**src/rtl/load_store_unit.sv**
```systemverilog
// load_store_unit
//   Sequences one pipeline load/store at a time against a word-wide data
//   memory. Sub-word loads are extracted and extended from the read word.
//   Sub-word stores do a read-modify-write. Misaligned or illegal accesses
//   complete with rsp_fault and never touch memory.
//
// Ports
//   clock, reset            rising-edge clock, synchronous active-high reset
//   req_valid/req_ready     request handshake (ready only in IDLE)
//   req_write, req_type     store/load select and funct3 access type
//   req_addr, req_wdata     byte address and right-aligned store data
//   rsp_valid               one-cycle completion pulse
//   rsp_rdata, rsp_fault    extended load data (0 for stores/faults), fault flag
//   mem_address             word-aligned memory address
//   mem_data_out            full-word write data
//   mem_data_in             combinational word read data
//   mem_enable              memory access strobe
//   mem_write_enable        memory write strobe
//   mem_type                always WORD; lane handling is done here
module load_store_unit #(
  parameter int XLEN = 32
) (
  input  logic            clock,
  input  logic            reset,
  input  logic            req_valid,
  output logic            req_ready,
  input  logic            req_write,
  input  logic [2:0]      req_type,
  input  logic [XLEN-1:0] req_addr,
  input  logic [XLEN-1:0] req_wdata,
  output logic            rsp_valid,
  output logic [XLEN-1:0] rsp_rdata,
  output logic            rsp_fault,
  output logic [XLEN-1:0] mem_address,
  output logic [XLEN-1:0] mem_data_out,
  input  logic [XLEN-1:0] mem_data_in,
  output logic            mem_enable,
  output logic            mem_write_enable,
  output logic [2:0]      mem_type
);

  localparam logic [2:0] TYPE_BYTE  = 3'd0;
  localparam logic [2:0] TYPE_HALF  = 3'd1;
  localparam logic [2:0] TYPE_WORD  = 3'd2;
  localparam logic [2:0] TYPE_BYTEU = 3'd4;
  localparam logic [2:0] TYPE_HALFU = 3'd5;

  localparam logic [XLEN-1:0] BYTE_MASK = {{(XLEN-8){1'b0}}, 8'hFF};
  localparam logic [XLEN-1:0] HALF_MASK = {{(XLEN-16){1'b0}}, 16'hFFFF};

  typedef enum logic [1:0] {
    IDLE = 2'd0,
    RD   = 2'd1,
    WR   = 2'd2,
    RESP = 2'd3
  } state_t;

  state_t          state_reg;
  state_t          state_next;
  logic            write_reg;
  logic [2:0]      type_reg;
  logic [XLEN-1:0] addr_reg;
  logic [XLEN-1:0] wdata_reg;
  // Holds the store word headed for memory (stores) or the extended load
  // result (loads); one register serves both since they never coexist.
  logic [XLEN-1:0] data_reg;
  logic            fault_reg;

  logic            accept;
  logic            req_fault;
  logic [4:0]      lane_shift;
  logic [XLEN-1:0] lane_word;
  logic [XLEN-1:0] load_value;
  logic [XLEN-1:0] merge_value;
  logic [XLEN-1:0] aligned_addr;

  assign accept       = req_valid && (state_reg == IDLE);
  assign aligned_addr = {addr_reg[XLEN-1:2], 2'b00};
  assign mem_type     = TYPE_WORD;

  // Fault classification of the incoming request.
  always_comb begin
    req_fault = 1'b0;
    case (req_type)
      TYPE_BYTE, TYPE_BYTEU: req_fault = 1'b0;
      TYPE_HALF, TYPE_HALFU: req_fault = req_addr[0];
      TYPE_WORD:             req_fault = (req_addr[1:0] != 2'b00);
      default:               req_fault = 1'b1;
    endcase
    if (req_write && (req_type == TYPE_BYTEU || req_type == TYPE_HALFU)) begin
      req_fault = 1'b1;
    end
  end

  // Lane extraction and merge. Halfword accesses are aligned by the time
  // they get here, so the byte-lane shift also selects the right halfword.
  always_comb begin
    lane_shift  = {addr_reg[1:0], 3'b000};
    lane_word   = mem_data_in >> lane_shift;
    load_value  = mem_data_in;
    merge_value = mem_data_in;
    case (type_reg)
      TYPE_BYTE:  load_value = {{(XLEN-8){lane_word[7]}}, lane_word[7:0]};
      TYPE_HALF:  load_value = {{(XLEN-16){lane_word[15]}}, lane_word[15:0]};
      TYPE_BYTEU: load_value = {{(XLEN-8){1'b0}}, lane_word[7:0]};
      TYPE_HALFU: load_value = {{(XLEN-16){1'b0}}, lane_word[15:0]};
      default:    load_value = mem_data_in;
    endcase
    if (type_reg[0]) begin
      merge_value = (mem_data_in & ~(HALF_MASK << lane_shift))
                  | ((wdata_reg & HALF_MASK) << lane_shift);
    end else begin
      merge_value = (mem_data_in & ~(BYTE_MASK << lane_shift))
                  | ((wdata_reg & BYTE_MASK) << lane_shift);
    end
  end

  // State register.
  always_ff @(posedge clock) begin
    if (reset) begin
      state_reg <= IDLE;
    end else begin
      state_reg <= state_next;
    end
  end

  // Next-state logic.
  always_comb begin
    state_next = state_reg;
    case (state_reg)
      IDLE: begin
        if (accept) begin
          if (req_fault)                     state_next = RESP;
          else if (!req_write)               state_next = RD;
          else if (req_type == TYPE_WORD)    state_next = WR;
          else                               state_next = RD;
        end
      end
      RD:      state_next = write_reg ? WR : RESP;
      WR:      state_next = RESP;
      RESP:    state_next = IDLE;
      default: state_next = IDLE;
    endcase
  end

  // Request and data registers.
  always_ff @(posedge clock) begin
    if (reset) begin
      write_reg <= 1'b0;
      type_reg  <= 3'd0;
      addr_reg  <= '0;
      wdata_reg <= '0;
      data_reg  <= '0;
      fault_reg <= 1'b0;
    end else begin
      if (accept) begin
        write_reg <= req_write;
        type_reg  <= req_type;
        addr_reg  <= req_addr;
        wdata_reg <= req_wdata;
        fault_reg <= req_fault;
        // A WORD store skips RD, so its write word is loaded straight away.
        data_reg  <= (req_write && req_type == TYPE_WORD) ? req_wdata : '0;
      end
      if (state_reg == RD) begin
        data_reg <= write_reg ? merge_value : load_value;
      end
    end
  end

  // Output logic. Memory strobes are gated by reset so a reset cycle can
  // never write, even mid-operation.
  always_comb begin
    req_ready        = 1'b0;
    rsp_valid        = 1'b0;
    rsp_rdata        = '0;
    rsp_fault        = 1'b0;
    mem_address      = '0;
    mem_data_out     = '0;
    mem_enable       = 1'b0;
    mem_write_enable = 1'b0;
    case (state_reg)
      IDLE: req_ready = 1'b1;
      RD: begin
        mem_enable  = !reset;
        mem_address = aligned_addr;
      end
      WR: begin
        mem_enable       = !reset;
        mem_write_enable = !reset;
        mem_address      = aligned_addr;
        mem_data_out     = data_reg;
      end
      RESP: begin
        rsp_valid = !reset;
        rsp_fault = fault_reg;
        rsp_rdata = (write_reg || fault_reg) ? '0 : data_reg;
      end
      default: ;
    endcase
  end

endmodule

```
**config.mk**
```make
export PLATFORM = sky130hd
export DESIGN_NAME = load_store_unit
export DESIGN_NICKNAME = d
export VERILOG_FILES = /design/src/rtl/load_store_unit.sv
export SDC_FILE = /design/constraint.sdc
export NUM_CORES = 1
export LEC_CHECK = 0
export ABC_CLOCK_PERIOD_IN_PS = 1750
export BUFFER_PORTS_ARGS = -buffer_cell sky130_fd_sc_hd__buf_2
export CORE_ASPECT_RATIO = 1.75
export CORE_MARGIN = 2
export CORE_UTILIZATION = 40
export CTS_BUF_LIST = sky130_fd_sc_hd__clkbuf_4 sky130_fd_sc_hd__clkbuf_8
export DETAILED_ROUTE_END_ITERATION = 7
export MAX_ROUTING_LAYER = met4
export PLACE_DENSITY = 0.67
export SYNTH_ARGS = -nofsm -noshare
export SYNTH_HDL_FRONTEND = slang
export SYNTH_SLANG_ARGS = --single-unit
```
**constraint.sdc**
```tcl
create_clock -name clock -period 1.75 [get_ports clock]
set_input_delay 0.35 -clock clock [delete_from_list [all_inputs] [get_ports clock]]
set_output_delay 0.35 -clock clock [all_outputs]
set_load 0.03 [all_outputs]
```
==> flow_metrics.env <==
export IMPL_grt_pass1_wl_mm=32.61
export IMPL_area_sequential_um2=1750
export IMPL_final_cell_mix="nand2_1 (170), buf_2 (105), a21oi_1 (100)"
export IMPL_finalSetupViolCount=96
export IMPL_grt_ovfl_total=0
export IMPL_clk_latency_ps=370
export IMPL_synth_seq_cells=87
export IMPL_cap_violations=0
export IMPL_min_period_ps=2054
export IMPL_die_h_um=162.3
export IMPL_crit_type="flip-flop to output pin"
export IMPL_sequentialPowerShare_pct=28.6
export IMPL_p_leak_nw=3.569
export IMPL_htree_num_levels=3
export IMPL_postSynthAreaPerCell_um2=7.413
export IMPL_setup_tns_ps=-20300
export IMPL_multi_input_area_um2=3866
export IMPL_fin_util_pct=59.92
export IMPL_fillers=1280
export IMPL_yosys_warnings=0
export IMPL_tritoncts="built"
export IMPL_grt_pass1_vias=6154
export IMPL_antenna_cells=0
export IMPL_combPwrFrac_pct=56.4
export IMPL_p_per_area_nw_per_um2=1189
export IMPL_area_growth_pct=46.16
export IMPL_final_layout_size_suffix_gt1_share_pct=37.83
export IMPL_drt_vias_per_instance=5.569
export IMPL_grt_usage_pct=28.14
export IMPL_cts_root_buf="clkbuf_8"
export IMPL_wl_met3_mm=1.159
export IMPL_antenna_found_initial=0
export IMPL_outcome="finished, violations left"
export IMPL_drt_pass1_iter_count=5
export IMPL_die_area_um2=15340
export IMPL_final_cell_count_no_fill=1171
export IMPL_syn_inst=773
export IMPL_skew_ps=11.74
export IMPL_clk_pin_slew_ps=90
export IMPL_setup_ws_ps=-304.0
export IMPL_hp_class="primary input to flip-flop"
export IMPL_cts_inserted_buffers=9
export IMPL_grt_max_degree=47
export IMPL_critPathLaunchType="flip-flop"
export IMPL_cp_slowest_cell="dfxtp_4"
export IMPL_dp_cells=1143
export IMPL_top_layer="met4"
export IMPL_yosysSeqAreaShare_pct=30.39
export IMPL_fmax_ghz=0.4868
export IMPL_met1Wirelength_mm=7.620
export IMPL_rows=57
export IMPL_wirelength_mm=21.70
export IMPL_drc=0
export IMPL_antenna_left=0
export IMPL_wl_met2_mm=11.64
export IMPL_switching_share_pct=43.51
export IMPL_cts_sinks=87
export IMPL_final_area_um2=8376
export IMPL_intPower_w=0.005625
export IMPL_post_place_ws_ps=-48.75
export IMPL_gp_congestion=0.9578
export IMPL_clkPwrFrac_pct=15.1
export IMPL_layout_commonest_cell="nand2_1"
export IMPL_critPathMostFrequentCell="buf_6"
export IMPL_crit_buf_inv=3
export IMPL_crit_path_max_fanout=8
export IMPL_start_util_pct=41.00
export IMPL_worstPathArrival_ps=1700
export IMPL_die_width_um=94.48
export IMPL_failed_checks="negative setup slack"
export IMPL_core_region_area_um2=13980
export IMPL_synth_flop_cell="dfxtp_1"
export IMPL_cp_end_kind="output pin"
export IMPL_maxSlewHeadroom_pct=54.14
export IMPL_rsz0062_at_grt="true"
export IMPL_worstMarginPinSlew_ps=687.9
export IMPL_min_period_over_period_pct=117.4
export IMPL_drv_slew=0
export IMPL_slowest_delay_ps=390
export IMPL_power_net_switching_w=0.004332
export IMPL_synth_cell_type_count=49
export IMPL_cts_buffer_depth=2
export IMPL_peakVddDrop_mv=0.8133
export IMPL_syn_area_um2=5730
export IMPL_hpwl_mm=15.29
export IMPL_ys_async_sr_fraction_pct=0
export IMPL_synth_edf_count=0
export IMPL_pin_count=207
export IMPL_cp_required_ps=1400
export IMPL_wl_per_cell_um=18.53
export IMPL_port_buffers=201
export IMPL_crit_chain="ha_4 > nor3b_4 > buf_6 > buf_16 > and2_4 > buf_6"
export IMPL_fin_nets=1100
export IMPL_finalHoldViolations=0
export IMPL_postPlaceCellArea_um2=7278
export IMPL_crit_family="buffers and inverters"
export IMPL_drt_iter0_drc=364
export IMPL_vias=6521
[logic make-up after synthesis]
logic type | synth area share (%)
flops | 30.39
buf+inv | 6.354
other cells | 0.1311
fa+ha+maj | 1.747
simple gates | 28.80
compound gates | 30.02
mux | 2.555
[tightest hold or removal path, cell delays in order]
cell,delay (ps)
buf_2,90
nand2_1,40
a21oi_1,50
[power by group through the flow]
| stage | logic (W) | clock network (W) | registers, W |
|---|---|---|---|
| 4_1_cts | 0.00510 | 0.00153 | 0.00283 |
| 5_1_grt | 0.00603 | 0.00160 | 0.00289 |
| 6_report | 0.00561 | 0.00150 | 0.00285 |
| 3_5_place_dp | 0.00467 | 0 | 0.00284 |
| 2_1_floorplan | 0.00303 | 0 | 0.00267 |
| 3_3_place_gp | 0.00464 | 0 | 0.00283 |
[cells in the mapped netlist (all sizes together) (2+ instances only)]
library cell / n / area, um^2
inv: 8 / 30.03
o32ai: 8 / 70.07
nand3: 24 / 120.1
o31ai: 16 / 170.2
a221o: 8 / 80.08
a221oi: 16 / 157.7
and3: 8 / 50.05
a22o: 8 / 70.07
a21o: 24 / 180.2
a211oi: 17 / 132.6
nor3: 2 / 10.01
buf: 24 / 146.4
nand3b: 10 / 75.07
o211ai: 2 / 15.01
nand2: 172 / 645.6
dfxtp: 87 / 1742
a21oi: 106 / 549.3
mux2i: 12 / 123.9
conb: 2 / 7.510
a21boi: 8 / 60.06
or2: 3 / 18.77
ha: 8 / 100.1
o21ai: 2 / 10.00
nor2: 14 / 52.55
clkbuf: 49 / 183.9
nor2b: 5 / 31.28
and2: 96 / 600.6
o2bb2ai: 15 / 131.4
o41ai: 8 / 70.07
nand2b: 3 / 18.77
[per-layer routing]
| layer | track usage (%) | vias up |
|---|---|---|
| li1 | - | 3138 |
| met1 | 29.19 | 3032 |
| met2 | 49.71 | 276 |
| met3 | 3.887 | 75 |
| met4 | 16.53 | 0 |
| met5 | - | - |
[cell type report]
type	instances	share of cell area [%]
multi-input cells	607	46.16
repair buffers	275	27.49
flip-flops and latches	87	20.90
well taps	177	2.644
clock buffers	10	1.569
clock inverters	6	0.8366
inverters	9	0.4033
[metrics by stage]
step                power [W]  hold slack (ps)
finish               0.009957            208.4
global route          0.01053            200.4
CTS                  0.009457            188.2
detailed placement   0.007511            441.8
global placement     0.007472            436.8
floorplan            0.005704            431.7
[path summary, 6_finish.rpt]
check	end	start	slack (ps)	cells past startpoint
worst min register to register	addr_reg[13]	addr_reg[13]	450	2
worst min-delay path	addr_reg[3]	req_addr[3]	210	3
worst max-delay path	rsp_rdata[12]	state_reg[1]	-300	6
worst max register to register	data_reg[17]	addr_reg[1]	30	8
[what timing repair did]
item                                    4_1_cts  5_1_grt
hold buffers                                  0        0
endpoints found under the setup margin      107      121
buffers inserted                              3        5
gates resized for setup                     173       70
endpoints found under the hold margin         0        0
cloned                                        2        3
pin swaps                                    13        8
Note: power is estimated with default switching activity, not from simulation.
